--- config.mk ---
export PLATFORM = sky130hd
export DESIGN_NAME = keypad_key_fifo
export DESIGN_NICKNAME = d
export VERILOG_FILES = /design/src/rtl/keypad_pkg.sv /design/src/rtl/keypad_event_fifo.sv /design/src/rtl/keypad_key_fifo.sv
export SDC_FILE = /design/constraint.sdc
export NUM_CORES = 1
export LEC_CHECK = 0
export BUFFER_PORTS_ARGS = -buffer_cell sky130_fd_sc_hd__buf_2
export CORE_ASPECT_RATIO = 0.75
export CORE_UTILIZATION = 60
export DETAILED_ROUTE_END_ITERATION = 6
export GPL_TIMING_DRIVEN = 1
export PLACE_DENSITY_LB_ADDON = 0.3
export SLEW_MARGIN = 20
export SYNTH_ARGS = -nofsm -noshare
export SYNTH_HDL_FRONTEND = slang
export SYNTH_SLANG_ARGS = --single-unit
--- constraint.sdc ---
create_clock -name sys_clk -period 3.4 [get_ports sys_clk]
set_input_delay 0.51 -clock sys_clk [delete_from_list [all_inputs] [get_ports sys_clk]]
set_output_delay 0.51 -clock sys_clk [all_outputs]
set_load 0.1 [all_outputs]
--- src/rtl/keypad_pkg.sv ---
// Shared definitions for the keypad event path: key code width, named codes,
// default debounce window and the debounce state encoding.
package keypad_pkg;

  localparam int KEY_W                 = 4;
  localparam int STABLE_CYCLES_DEFAULT = 2_000_000;

  // E and F are reserved by the consumer as control keys.
  typedef enum logic [KEY_W-1:0] {
    KEY_0 = 4'h0, KEY_1 = 4'h1, KEY_2 = 4'h2, KEY_3 = 4'h3,
    KEY_4 = 4'h4, KEY_5 = 4'h5, KEY_6 = 4'h6, KEY_7 = 4'h7,
    KEY_8 = 4'h8, KEY_9 = 4'h9, KEY_A = 4'hA, KEY_B = 4'hB,
    KEY_C = 4'hC, KEY_D = 4'hD, KEY_E = 4'hE, KEY_F = 4'hF
  } key_code_e;

  typedef enum logic [1:0] {
    IDLE,
    PRESS_WAIT,
    HELD,
    RELEASE_WAIT
  } db_state_e;

endpackage

--- src/rtl/keypad_event_fifo.sv ---
// Show-ahead synchronous FIFO: the head entry is always visible on data_out,
// and a push into a full FIFO succeeds only when a pop frees a slot that cycle.
module keypad_event_fifo #(
  parameter  int DEPTH = 4,
  parameter  int WIDTH = 4,
  localparam int PTR_W = $clog2(DEPTH)
) (
  input  logic             sys_clk,
  input  logic             sys_rst_n,
  input  logic             push,
  input  logic [WIDTH-1:0] data_in,
  input  logic             pop,
  output logic             valid,
  output logic [WIDTH-1:0] data_out,
  output logic [PTR_W:0]   count,
  output logic             full
);

  logic [WIDTH-1:0] mem [DEPTH];
  logic [PTR_W-1:0] wr_ptr_q, rd_ptr_q;
  logic [PTR_W:0]   count_q;
  logic             wr_en, rd_en;

  assign full     = (count_q == (PTR_W+1)'(DEPTH));
  assign valid    = (count_q != '0);
  assign count    = count_q;
  assign data_out = valid ? mem[rd_ptr_q] : '0;

  assign rd_en = pop && valid;
  assign wr_en = push && (!full || rd_en);

  // NOTE: storage is deliberately not reset; data_out is masked while empty,
  // so stale or unknown contents can never reach the consumer.
  always_ff @(posedge sys_clk) begin
    if (wr_en) mem[wr_ptr_q] <= data_in;
  end

  always_ff @(posedge sys_clk or negedge sys_rst_n) begin
    if (!sys_rst_n) begin
      wr_ptr_q <= '0;
      rd_ptr_q <= '0;
      count_q  <= '0;
    end else begin
      if (wr_en) wr_ptr_q <= wr_ptr_q + PTR_W'(1);
      if (rd_en) rd_ptr_q <= rd_ptr_q + PTR_W'(1);
      case ({wr_en, rd_en})
        2'b10:   count_q <= count_q + (PTR_W+1)'(1);
        2'b01:   count_q <= count_q - (PTR_W+1)'(1);
        default: count_q <= count_q;
      endcase
    end
  end

endmodule

--- src/rtl/keypad_key_fifo.sv ---
// Debounces the keypad decoder's pressed level and code, emits one event per
// physical press into a show-ahead FIFO, and flags dropped events.
module keypad_key_fifo
  import keypad_pkg::*;
#(
  parameter  int STABLE_CYCLES = STABLE_CYCLES_DEFAULT,
  parameter  int FIFO_DEPTH    = 4,
  localparam int CNT_W         = ($clog2(STABLE_CYCLES) > 0) ? $clog2(STABLE_CYCLES) : 1,
  localparam int PTR_W         = $clog2(FIFO_DEPTH)
) (
  input  logic             sys_clk,
  input  logic             sys_rst_n,
  input  logic [KEY_W-1:0] key_code,
  input  logic             key_pressed,
  output logic             key_valid,
  output logic [KEY_W-1:0] key_data,
  input  logic             key_ready,
  output logic [PTR_W:0]   fifo_count,
  output logic             overflow,
  input  logic             overflow_clr
);

  localparam logic [CNT_W-1:0] CNT_MAX = CNT_W'(STABLE_CYCLES - 1);

  db_state_e        state_q, state_d;
  logic [CNT_W-1:0] cnt_q, cnt_d;
  logic [KEY_W-1:0] cand_q, cand_d;
  logic             push, pop, fifo_full, overflow_q;

  always_ff @(posedge sys_clk or negedge sys_rst_n) begin
    if (!sys_rst_n) begin
      state_q <= IDLE;
      cnt_q   <= '0;
      cand_q  <= '0;
    end else begin
      state_q <= state_d;
      cnt_q   <= cnt_d;
      cand_q  <= cand_d;
    end
  end

  // NOTE: every output of this block gets a default first, so no path can
  // leave a signal unassigned and infer a latch.
  always_comb begin
    state_d = state_q;
    cnt_d   = cnt_q;
    cand_d  = cand_q;
    push    = 1'b0;
    case (state_q)
      IDLE: begin
        if (key_pressed) begin
          state_d = PRESS_WAIT;
          cnt_d   = '0;
          cand_d  = key_code;
        end
      end
      PRESS_WAIT: begin
        // Any release or code change restarts the window from IDLE.
        if (!key_pressed || key_code != cand_q) begin
          state_d = IDLE;
        end else if (cnt_q == CNT_MAX) begin
          state_d = HELD;
          push    = 1'b1;
        end else begin
          cnt_d = cnt_q + CNT_W'(1);
        end
      end
      HELD: begin
        if (!key_pressed) begin
          state_d = RELEASE_WAIT;
          cnt_d   = '0;
        end
      end
      RELEASE_WAIT: begin
        if (key_pressed) begin
          state_d = HELD;
        end else if (cnt_q == CNT_MAX) begin
          state_d = IDLE;
        end else begin
          cnt_d = cnt_q + CNT_W'(1);
        end
      end
      default: state_d = IDLE;
    endcase
  end

  assign pop = key_valid && key_ready;

  keypad_event_fifo #(
    .DEPTH (FIFO_DEPTH),
    .WIDTH (KEY_W)
  ) u_fifo (
    .sys_clk   (sys_clk),
    .sys_rst_n (sys_rst_n),
    .push      (push),
    .data_in   (cand_q),
    .pop       (pop),
    .valid     (key_valid),
    .data_out  (key_data),
    .count     (fifo_count),
    .full      (fifo_full)
  );

  // Setting wins over a simultaneous clear so a drop is never lost.
  always_ff @(posedge sys_clk or negedge sys_rst_n) begin
    if (!sys_rst_n) begin
      overflow_q <= 1'b0;
    end else if (push && fifo_full && !pop) begin
      overflow_q <= 1'b1;
    end else if (overflow_clr) begin
      overflow_q <= 1'b0;
    end
  end

  assign overflow = overflow_q;

endmodule

# After elaboration in Yosys (flattened, before gate mapping)

Memories as Yosys holds them, arrays and structs flattened.
Index checks and enable logic that the tools add are counted.

Mux-type cells: 22
Eq/ne operators: 14
Reduce and logical (&&, ||, !) cells: 17
Add/subtract/negate cells: 5

Operators by type and width:

| kind                    | count |
|---|---|
| $mux W21                | 5 |
| $pmux W21 S4            | 1 |
| $add A21 B1 Y21 const B | 1 |
| $eq A21 B21 Y1 const B  | 1 |
| $mux W2                 | 6 |
| $ne A2 B2 Y1 const B    | 4 |
| $pmux W2 S4             | 1 |
| $reduce_and A4 Y1       | 2 |
| $mux W1                 | 7 |
| $eq A2 B2 Y1 const B    | 3 |
| $ne A3 B3 Y1 const B    | 2 |
| $pmux W3 S2             | 1 |
| $logic_and A1 B1 Y1     | 5 |
| $add A2 B1 Y2 const B   | 2 |
| $eq A2 B1 Y1 const B    | 2 |
| $mux W4                 | 1 |
| $ne A4 B4 Y1            | 1 |
| $reduce_bool A2 Y1      | 2 |
| $add A3 B1 Y3 const B   | 1 |
| $eq A3 B3 Y1 const B    | 1 |
| $logic_not A1 Y1        | 3 |
| $reduce_bool A3 Y1      | 1 |
| $sub A3 B1 Y3 const B   | 1 |
| $logic_not A2 Y1        | 1 |
| 2 further kinds         | 3 |

Flip-flop bits (word level): 35
Memories kept: 1
Output and inout port bits: 9
Logic and storage cells: 66
Bits in writable memories: 16

Memory list:

| name       | words | bits a word | rd ports | clocked after Yosys merged registers in | write ports | RTL line                | RTL |
|---|---|---|---|---|---|---|---|
| u_fifo.mem | 4     | 4           | 1        | 0                                       | 1           | keypad_event_fifo.sv:19 | `logic [WIDTH-1:0] mem [DEPTH];` |

# Longest topological paths before layout

Gate-level depths: netlist (run 1).

Depth in word-level cells: 7
Depth in mapped cells: 12
Mapped depth without buffers: 12

# Modules after synthesis

From an unflattened synthesis (run 1), not the netlist that was laid out.

Cells, all modules: 255
Area, all modules: 2775.2 sq um

Modules (own cells, without submodules):

| module            | times used | area an instance (sq um) | cells an instance |
|---|---|---|---|
| keypad_key_fifo   | 1          | 1734.2                   | 191 |
| keypad_event_fifo | 1          | 1041.0                   | 64 |

# Least setup slack after synthesis (run 1)

Ideal clock, no wire load.

Path kind: register to output
Start point: register u_fifo.count_q[0], in the netlist u_fifo.count[0]
End point: output port key_data[0]
Stages on the path, launching flop included: 3
Arrival: 2.704 ns
Data required time: 2.890 ns
Path buffers: 0
Setup slack: 0.186 ns
Cell sequence: dfrtp_1 or3_1 and2_1

Cells in the longest elaborated chain, start to end: 2

Ends and longest elaborated chain:

| item                     | RTL line                | RTL |
|---|---|---|
| start: declaration       | keypad_event_fifo.sv:21 | `logic [PTR_W:0] count_q;` |
| start signal: assignment | keypad_event_fifo.sv:47 | `2'b10: count_q <= count_q + (PTR_W+1)'(1);` |
| start signal: assignment | keypad_event_fifo.sv:48 | `2'b01: count_q <= count_q - (PTR_W+1)'(1);` |
| start signal: assignment | keypad_event_fifo.sv:49 | `default: count_q <= count_q;` |
| $reduce_bool A3 Y1       | keypad_event_fifo.sv:25 | `assign valid = (count_q != '0);` |
| via key_valid            | keypad_key_fifo.sv:15   | `output logic key_valid,` |
| $mux W4                  | keypad_event_fifo.sv:27 | `assign data_out = valid ? mem[rd_ptr_q] : '0;` |
| end: declaration         | keypad_key_fifo.sv:16   | `output logic [KEY_W-1:0] key_data,` |

The timed path passes the listed nets, and every way through them passes these cells.

# Final worst setup path (run 1)

Start point: register cnt_q[0]
End point: register u_fifo.count_q[2], in the netlist u_fifo.count[2]

Cells in the longest elaborated chain, start to end: 7

Ends and longest elaborated chain:

| item                                              | RTL line                | RTL |
|---|---|---|
| start: declaration                                | keypad_key_fifo.sv:26   | `logic [CNT_W-1:0] cnt_q, cnt_d;` |
| start signal: assignment                          | keypad_key_fifo.sv:37   | `cnt_q <= cnt_d;` |
| $eq A21 B21 Y1 *                                  | keypad_key_fifo.sv:61   | `end else if (cnt_q == CNT_MAX) begin` |
| $mux W1 *                                         | keypad_key_fifo.sv:61   |  |
| $mux W1 *                                         | keypad_key_fifo.sv:59   | `if (!key_pressed \|\| key_code != cand_q) begin` |
| $mux W1 *                                         | keypad_key_fifo.sv:49   | `case (state_q)` |
| $logic_and A1 B1 Y1 *                             | keypad_event_fifo.sv:30 | `assign wr_en = push && (!full \|\| rd_en);` |
| $eq A2 B1 Y1 or $eq A2 B2 Y1 (tied branches)      | keypad_event_fifo.sv:46 | `case ({wr_en, rd_en})` |
| $pmux W3 S2 or $reduce_bool A2 Y1 (tied branches) | n/a                     |  |

Every way passes the cells marked *; elsewhere a longest branch is shown, timed or not.
A chain may end at the register's enable or synchronous reset.

==> out/metrics.yaml, run 1 <==
worst_hold_path:
  hold_class: "input port to async pin"
run_status:
  status: "finished clean"
clocking:
  cts_made_buffers: 5
  h-tree-depth: 2
  cts_hold_buffers: 0
  clock-sinks: 51
  clockBufferDepth: 2
  cts_root_buf: "clkbuf_8"
  cts_tree: "built"
  post_cts_resize_count: 0
  cts_setup_buffers: 0
  insertion_delay_ns: 0.30
  clk_pin_slew_ns: 0.09
detailed_routing:
  dr.pass1.iters: 4
  final_antenna_net_count: 0
  via_count: 1912
  drt_iter0_markers: 162
  drc: 0
  wl_per_cell_um: 16.3
  viasPerCell: 6.09
  totalWireLength_um: 5120
global_routing:
  met3_usage_pct: 4.06
  busiest_layer: "met1"
  antenna_found_initial: 0
  grt_pass1_wl_um: 8760
  grt_overflow: 0
  track_usage_pct: 24.4
  use_met1_pct: 38.3
  use_met2_pct: 35.3
  first_global_vias: 1787
  grt_start_max_net_pins: 36
timing:
  max_clock_freq_ghz: 0.371
  finalCritPeriodShare_pct: 79.4
  rsz0062_at_grt: "false"
  tns_ns: 0
  relSlewSlack_pct: 47.5
  finalSetupViolCount: 0
  fin_crit_ns: 2.70
  hold_viol_final: 0
  finClkSkew_ns: 0.00986
  slew_viol_final: 0
  tightest_slew_ns: 0.788
place:
  dp_hpwl_um: 3660
  dpl_cell_area_sq_mm: 0.00285
  numPortBuffers: 17
  dp_cells: 306
  place.gp.congestion: 0.772
job:
  drv_cap: 0
logic_synthesis:
  syn_avg_cell_area_sq_um: 11.3
  synth_edf_count: 16
  synth-main-ff-cell: "dfrtp_1"
  synth_area_sq_mm: 0.00273
  ys_ff_latch: 51
  synth-async-reset-ratio_pct: 68.6
  synthCells: 241
  yosys_warnings: 0
  ys_types: 55
  yosysSeqAreaShare_pct: 49.8
  synth_fp_nets: 257
power_and_ir_drop:
  powerDensity_mw_per_mm2: 731
  p_leak_nw: 1.19
  ir_drop_mv: 0.833
  netSwitchingFraction_pct: 46.0
  internal_power_mw: 1.16
  seqPwrFrac_pct: 45.1
  p_switching_mw: 0.986
  pwr-share-comb_pct: 39.2
  power.share.clock_pct: 15.7
floorplanning:
  rows: 20
  core_area_sq_mm: 0.00420
  die_y_um: 60.4
  die_width_um: 79.8
  dieArea_sq_mm: 0.00482
  start_util_pct: 64.8
  pin_count: 18
finish:
  stdcell_area_sq_mm: 0.00293
  drive_gt1_share_pct: 17.8
  area_delta_synth_final_pct: 7.62
  nets: 274
  instances_no_fill: 314
  diodes: 0
critical_path:
  critPathLaunchType: "register"
  crit_chain: "ha_1 -> nand4_4 -> nor2_2 -> nand3_4 -> nor3_2 -> inv_1 -> ha_1 -> inv_1 -> fa_1 -> xor2_1 -> nor2_1 -> xor2_1"
  slowest_stage: "nor3_2"
  path_max_fanout: 7
  cp_data_required_time_ns: 3.59
  path_class: "register to register"
  slowest_delay_ns: 0.45
  crit_arrival_ns: 2.89
  cp-end-kind: "register"
-- power by group through the flow --
stage,clock (mW),combinational (mW),sequential (mW)
after floorplan,0,0.619,1.04
after global placement,0,0.833,0.969
after detailed placement,0,0.845,0.974
after CTS,0.343,0.846,0.964
after global routing,0.367,0.902,0.996
final,0.336,0.841,0.966
-- final timing paths --
kind,start,end,slack [ns],cells after the start
setup / recovery,cnt_q[0],u_fifo.count[2],0.70,12
setup reg to reg,cnt_q[0],u_fifo.count[2],0.70,12
max in group asynchronous,sys_rst_n,cand_q[3],2.61,1
hold reg to reg,overflow,overflow,0.52,1
hold / removal,sys_rst_n,u_fifo.rd_ptr_q[1],0.29,1
min in group sys_clk,key_code[2],cand_q[2],0.47,2
-- layout make-up --
class / count / area, sq um
Clock buffer: 7 / 76.3
Clock inverter: 1 / 5.00
Fill cell: 304 / 1270
Inverter: 10 / 37.5
Multi-Input combinational cell: 171 / 1290
Sequential cell: 51 / 1360
Tap cell: 55 / 68.8
Timing Repair Buffer: 19 / 100
-- cell families (layout without fill, tap and decap cells) --
logic type | Yosys count | in the layout | synth area share [%]
multiplexers | 10 | 10 | 5.88
adder cells (fa/ha/maj) | 7 | 7 | 3.49
flip-flops | 51 | 51 | 49.8
AND/OR/NAND/NOR | 111 | 111 | 25.6
XOR/XNOR | 10 | 10 | 3.21
AO/OA/AOI/OAI | 33 | 33 | 9.09
buffers and inverters | 19 | 37 | 2.94
-- cell usage in the layout (no fill, tap or decap), types with 3 or more instances in the layout --
cell type,synthesis,final
o31ai_1,3,3
o21ai_0,3,3
o211ai_1,6,6
and3_1,6,6
nor4_4,3,3
a21oi_1,5,5
and2_1,12,12
nand2_1,29,29
xnor2_1,3,3
nand3_1,21,21
mux4_2,4,4
nor2_1,7,7
mux2_2,4,4
clkbuf_8,0,5
ha_1,6,6
xor2_1,7,7
or4_1,7,7
dfrtp_1,35,35
inv_1,10,10
nand4b_1,4,4
buf_2,1,17
a31oi_1,3,3
nand2b_1,3,3
nand4_1,3,3
edfxtp_1,16,16
-- cell usage after synthesis, types with 3 or more instances --
library cell	n	area [sq um]
a31oi_1	3	18.8
and3_1	6	37.5
xor2_1	7	61.3
nand4b_1	4	35.0
nor2_1	7	26.3
clkbuf_1	7	26.3
dfrtp_1	35	876
ha_1	6	75.1
xnor2_1	3	26.3
o211ai_1	6	45.0
mux2_2	4	45.0
nand3_1	21	105
inv_1	10	37.5
nand2b_1	3	18.8
o31ai_1	3	22.5
edfxtp_1	16	480
and2_1	12	75.1
a21oi_1	5	25.0
nand4_1	3	18.8
or4_1	7	52.6
mux4_2	4	90.1
o21ai_0	3	15.0
nand2_1	29	109
nor4_4	3	63.8
-- worst max-delay path: cells and delay by family, from the launching register on --
kind,cells,cell delay (ns)
xor gates and xnor gates,2,0.29
and+or+nand+nor,5,1.05
adders and majority gates,3,0.66
buffers and inverters,2,0.16
DFF,1,0.44
-- per-stage QoR --
stage,total power [mW],utilization [%],worst slack (ns),hold slack (ns)
after floorplan,1.66,-,0.186,0.214
after global placement,1.80,67.8,0.748,0.492
after detailed placement,1.82,67.8,0.663,0.503
after CTS,2.15,69.8,0.707,0.314
after global routing,2.27,69.8,0.465,0.344
final,2.14,69.8,0.702,0.285
-- layer usage --
layer	share of wire, %	vias up	routed length, um
li1	-	928	-
met1	51	919	2630
met2	42	60	2130
met3	6.1	5	310
met4	1.0	0	53
met5	0	-	0
-- sequential cells by signal (all words and copies together) (netlist names) --
| signal | cells |
|---|---|
| u_fifo.mem | 16 |
| overflow | 1 |
| u_fifo.rd_ptr_q | 2 |
| cnt_q | 21 |
| state_q | 2 |
| cand_q | 4 |
| u_fifo.wr_ptr_q | 2 |
| u_fifo.count | 3 |
Note: power is estimated with default switching activity, not from simulation.
==> inputs of run 2 (changes only) <==
--- a/config.mk
+++ b/config.mk
@@ -5,6 +5,7 @@
 export SDC_FILE = /design/constraint.sdc
 export NUM_CORES = 1
 export LEC_CHECK = 0
+export ABC_AREA = 1
 export BUFFER_PORTS_ARGS = -buffer_cell sky130_fd_sc_hd__buf_2
 export CORE_ASPECT_RATIO = 0.75
 export CORE_UTILIZATION = 60
==> constraint.sdc (replaced) <==
create_clock -name sys_clk -period 2.5 [get_ports sys_clk]
set_input_delay 0.375 -clock sys_clk [delete_from_list [all_inputs] [get_ports sys_clk]]
set_output_delay 0.375 -clock sys_clk [all_outputs]
set_load 0.1 [all_outputs]
==> run 2 against run 1 <==
Net effect: global-route usage grew 2.1 points; critical path depth is 1 higher; register-to-register slack lost 0.49 ns; clock power rose by 74%; non-clock buffer count up 1; worst setup slack worse by 0.49 ns; sequential power grew 19%; combinational power grew 56%; via count increased by 18%; first-iteration DRC count increased by 53%; power grew 42%; final cell count increased by 36%; critical path type unchanged; highest routed layer unchanged.
==> out/metrics.yaml, run 2 <==
run_status:
  status: "finished clean"  # unchanged
timing:
  hold_viol_final: 0  # unchanged
  slew_viol_final: 0  # unchanged
  relSlewSlack_pct: 46.8  # was 47.5%
  fin_crit_ns: 2.29  # was 2.70 ns
  finalSetupViolCount: 0  # unchanged
  max_clock_freq_ghz: 0.437  # was 0.371 GHz
  finalCritPeriodShare_pct: 91.5  # was 79.4%
  tightest_slew_ns: 0.797  # was 0.788 ns
  finClkSkew_ns: 0.00461  # was 0.00986 ns
critical_path:
  path_max_fanout: 7  # unchanged
  cp-end-kind: "register"  # unchanged
  critPathLaunchType: "register"  # unchanged
  path_class: "register to register"  # unchanged
  slowest_delay_ns: 0.43  # was 0.45 ns
  crit_arrival_ns: 2.47  # was 2.89 ns
  slowest_stage: "dfrtp_1"  # was nor3_2
  cp_data_required_time_ns: 2.69  # was 3.59 ns
  crit_chain: "ha_2 -> nand3_2 -> nor2_1 -> nand2_1 -> nand3b_1 -> nor2_2 -> nand2_2 -> ha_1 -> inv_1 -> fa_1 -> a21oi_1 -> o21ai_0 -> xor2_1"  # was ha_1 -> nand4_4 -> nor2_2 -> nand3_4 -> nor3_2 -> inv_1 -> ha_1 -> inv_1 -> fa_1 -> xor2_1 -> nor2_1 -> xor2_1
place:
  place.gp.congestion: 0.855  # was 0.772
  dp_hpwl_um: 4260  # was 3660 um
  numPortBuffers: 17  # unchanged
global_routing:
  use_met2_pct: 37.9  # was 35.3%
  grt_start_max_net_pins: 36  # unchanged
  first_global_vias: 2039  # was 1,787
  met3_usage_pct: 6.07  # was 4.06%
  use_met1_pct: 39.9  # was 38.3%
  track_usage_pct: 26.5  # was 24.4%
  busiest_layer: "met1"  # unchanged
  antenna_found_initial: 0  # unchanged
  grt_overflow: 0  # unchanged
  grt_pass1_wl_um: 9690  # was 8760 um
floorplanning:
  die_width_um: 81.4  # was 79.8 um
  die_y_um: 61.5  # was 60.4 um
  core_area_sq_mm: 0.00449  # was 0.00420 sq mm
  rows: 21  # was 20
  start_util_pct: 63.1  # was 64.8%
  dieArea_sq_mm: 0.00501  # was 0.00482 sq mm
  pin_count: 18  # unchanged
logic_synthesis:
  synth-main-ff-cell: "dfrtp_1"  # unchanged
  yosys-top-cells-area: "dfrtp_1 (31%), edfxtp_1 (17%), nand2_1 (13%)"  # was dfrtp_1 (32%), edfxtp_1 (18%), nand2_1 (4.0%)
  synth_fp_nets: 362  # was 257
  synthCells: 346  # was 241
  yosys_warnings: 0  # unchanged
  ys_types: 29  # was 55
  synthTopCellsByCount: "nand2_1 (98), inv_1 (43), nor2_1 (42)"  # was dfrtp_1 (35), nand2_1 (29), nand3_1 (21)
  synth_area_sq_mm: 0.00284  # was 0.00273 sq mm
  synth_top_area_cell: "dfrtp_1"  # unchanged
  ys_ff_latch: 51  # unchanged
  synth_edf_count: 16  # unchanged
  synth_most_common_cell: "nand2_1"  # was dfrtp_1
  syn_avg_cell_area_sq_um: 8.19  # was 11.3 sq um
  synth-async-reset-ratio_pct: 68.6  # unchanged
  yosysSeqAreaShare_pct: 47.8  # was 49.8%
  yosysTopAreaCellShare_pct: 30.9  # was 32.1%
finish:
  fin_util_pct: 69.5  # was 69.8%
  largest_reg_flops: 21  # unchanged
  top_regs: "cnt_q (21), u_fifo.mem (16), cand_q (4)"  # unchanged
  layout_common_cells: "nand2_1 (97), inv_1 (43), nor2_1 (42)"  # was dfrtp_1 (35), nand2_1 (29), nand3_1 (21)
  nets: 384  # was 274
  diodes: 0  # unchanged
  drive_gt1_share_pct: 16.8  # was 17.8%
  area_delta_synth_final_pct: 10.2  # was 7.62%
  layout_commonest_cell: "nand2_1"  # was dfrtp_1
  largest_register: "cnt_q"  # unchanged
clocking:
  cts_made_buffers: 5  # unchanged
  clock-sinks: 51  # unchanged
  cts_root_buf: "clkbuf_8"  # unchanged
  cts_tree: "built"  # unchanged
  cts_hold_buffers: 0  # unchanged
  h-tree-depth: 2  # unchanged
  insertion_delay_ns: 0.30  # about the same
  clockBufferDepth: 2  # unchanged
  clk_pin_slew_ns: 0.09  # about the same
worst_hold_path:
  hold_class: "input port to async pin"  # unchanged
power_and_ir_drop:
  ir_drop_mv: 1.19  # was 0.833 mV
  p_leak_nw: 1.37  # was 1.19 nW
  powerDensity_mw_per_mm2: 975  # was 731 mW/mm^2
  finalPower_mw: 3.05  # was 2.14 mW
detailed_routing:
  via_count: 2264  # was 1,912
  drt_iter0_markers: 248  # was 162
  dr.pass1.iters: 7  # was 4
  viasPerCell: 5.31  # was 6.09
  wl_per_cell_um: 13.4  # was 16.3 um
  totalWireLength_um: 5710  # was 5120 um
  drc: 0  # unchanged
  final_antenna_net_count: 0  # unchanged
job:
  drv_cap: 0  # unchanged
## run 2: power breakdown
| group | internal, mW | switching [mW] |
|---|---|---|
| combinational | 0.269 | 1.05 |
| clock | 0.324 | 0.260 |
| sequential | 1.01 | 0.139 |
## run 2: logic make-up (layout without fill, tap and decap cells)
family | Yosys count | after routing | synth area share, %
and+or+nand+nor | 182 | 182 | 28.0
DFF | 51 | 51 | 47.8
buffers and inverters | 49 | 72 | 7.41
AOI/OAI and AO/OA | 42 | 42 | 8.69
xor gates and xnor gates | 14 | 14 | 4.32
adders and majority gates | 7 | 7 | 3.35
muxes | 1 | 1 | 0.397
## run 2: area by class of cell
class | instances | area [sq um]
well taps | 57 | 71.3
clock inverters | 2 | 35.0
flip-flops and latches | 51 | 1370
repair buffers | 20 | 108
inverters | 44 | 165
clock buffers | 6 | 82.6
fillers | 360 | 1370
multi-input cells | 246 | 1290
## run 2: final timing paths
kind / start / endpoint / slack, ns / depth (start not counted)
hold reg to reg: overflow / overflow / 0.52 / 2
setup reg to reg: cnt_q[0] / u_fifo.count[2] / 0.21 / 13
min in group sys_clk: overflow_clr / overflow / 0.34 / 4
hold / removal: sys_rst_n / cand_q[3] / 0.15 / 1
setup / recovery: cnt_q[0] / u_fifo.count[2] / 0.21 / 13
max in group asynchronous: sys_rst_n / u_fifo.count[0] / 1.76 / 1
## run 2: metrics by stage
step	instances	hold WS (ns)	instance area, sq um	setup WS, ns	TNS, ns
5_1_grt	426	0.227	3120	-0.00190	-0.00190
4_1_cts	425	0.171	3110	0.130	0
3_5_place_dp	417	0.493	3000	0.152	0
2_1_floorplan	346	0.0794	2870	0.0138	0
3_3_place_gp	417	0.493	3000	0.243	0
6_report	426	0.154	3120	0.213	0
## run 2: repair_timing
item                                    4_1_cts  5_1_grt
endpoints found under the setup margin        0        2
buffers inserted                              0        1
gates resized for setup                       0        2
## run 2: critical path: cells and delay by family (launching register included)
| family | cells | cell delay (ns) |
|---|---|---|
| adders and majority gates | 3 | 0.76 |
| and+or+nand+nor | 6 | 0.51 |
| buffers and inverters | 1 | 0.06 |
| AOI/OAI and AO/OA | 2 | 0.26 |
| DFF | 1 | 0.43 |
| xor gates and xnor gates | 1 | 0.15 |
## run 2: metal layers
layer | share of wire, % | up-vias
met1 | 50 | 1039
met2 | 42 | 69
met5 | 0 | -
met3 | 7.0 | 10
li1 | - | 1146
met4 | 1.2 | 0
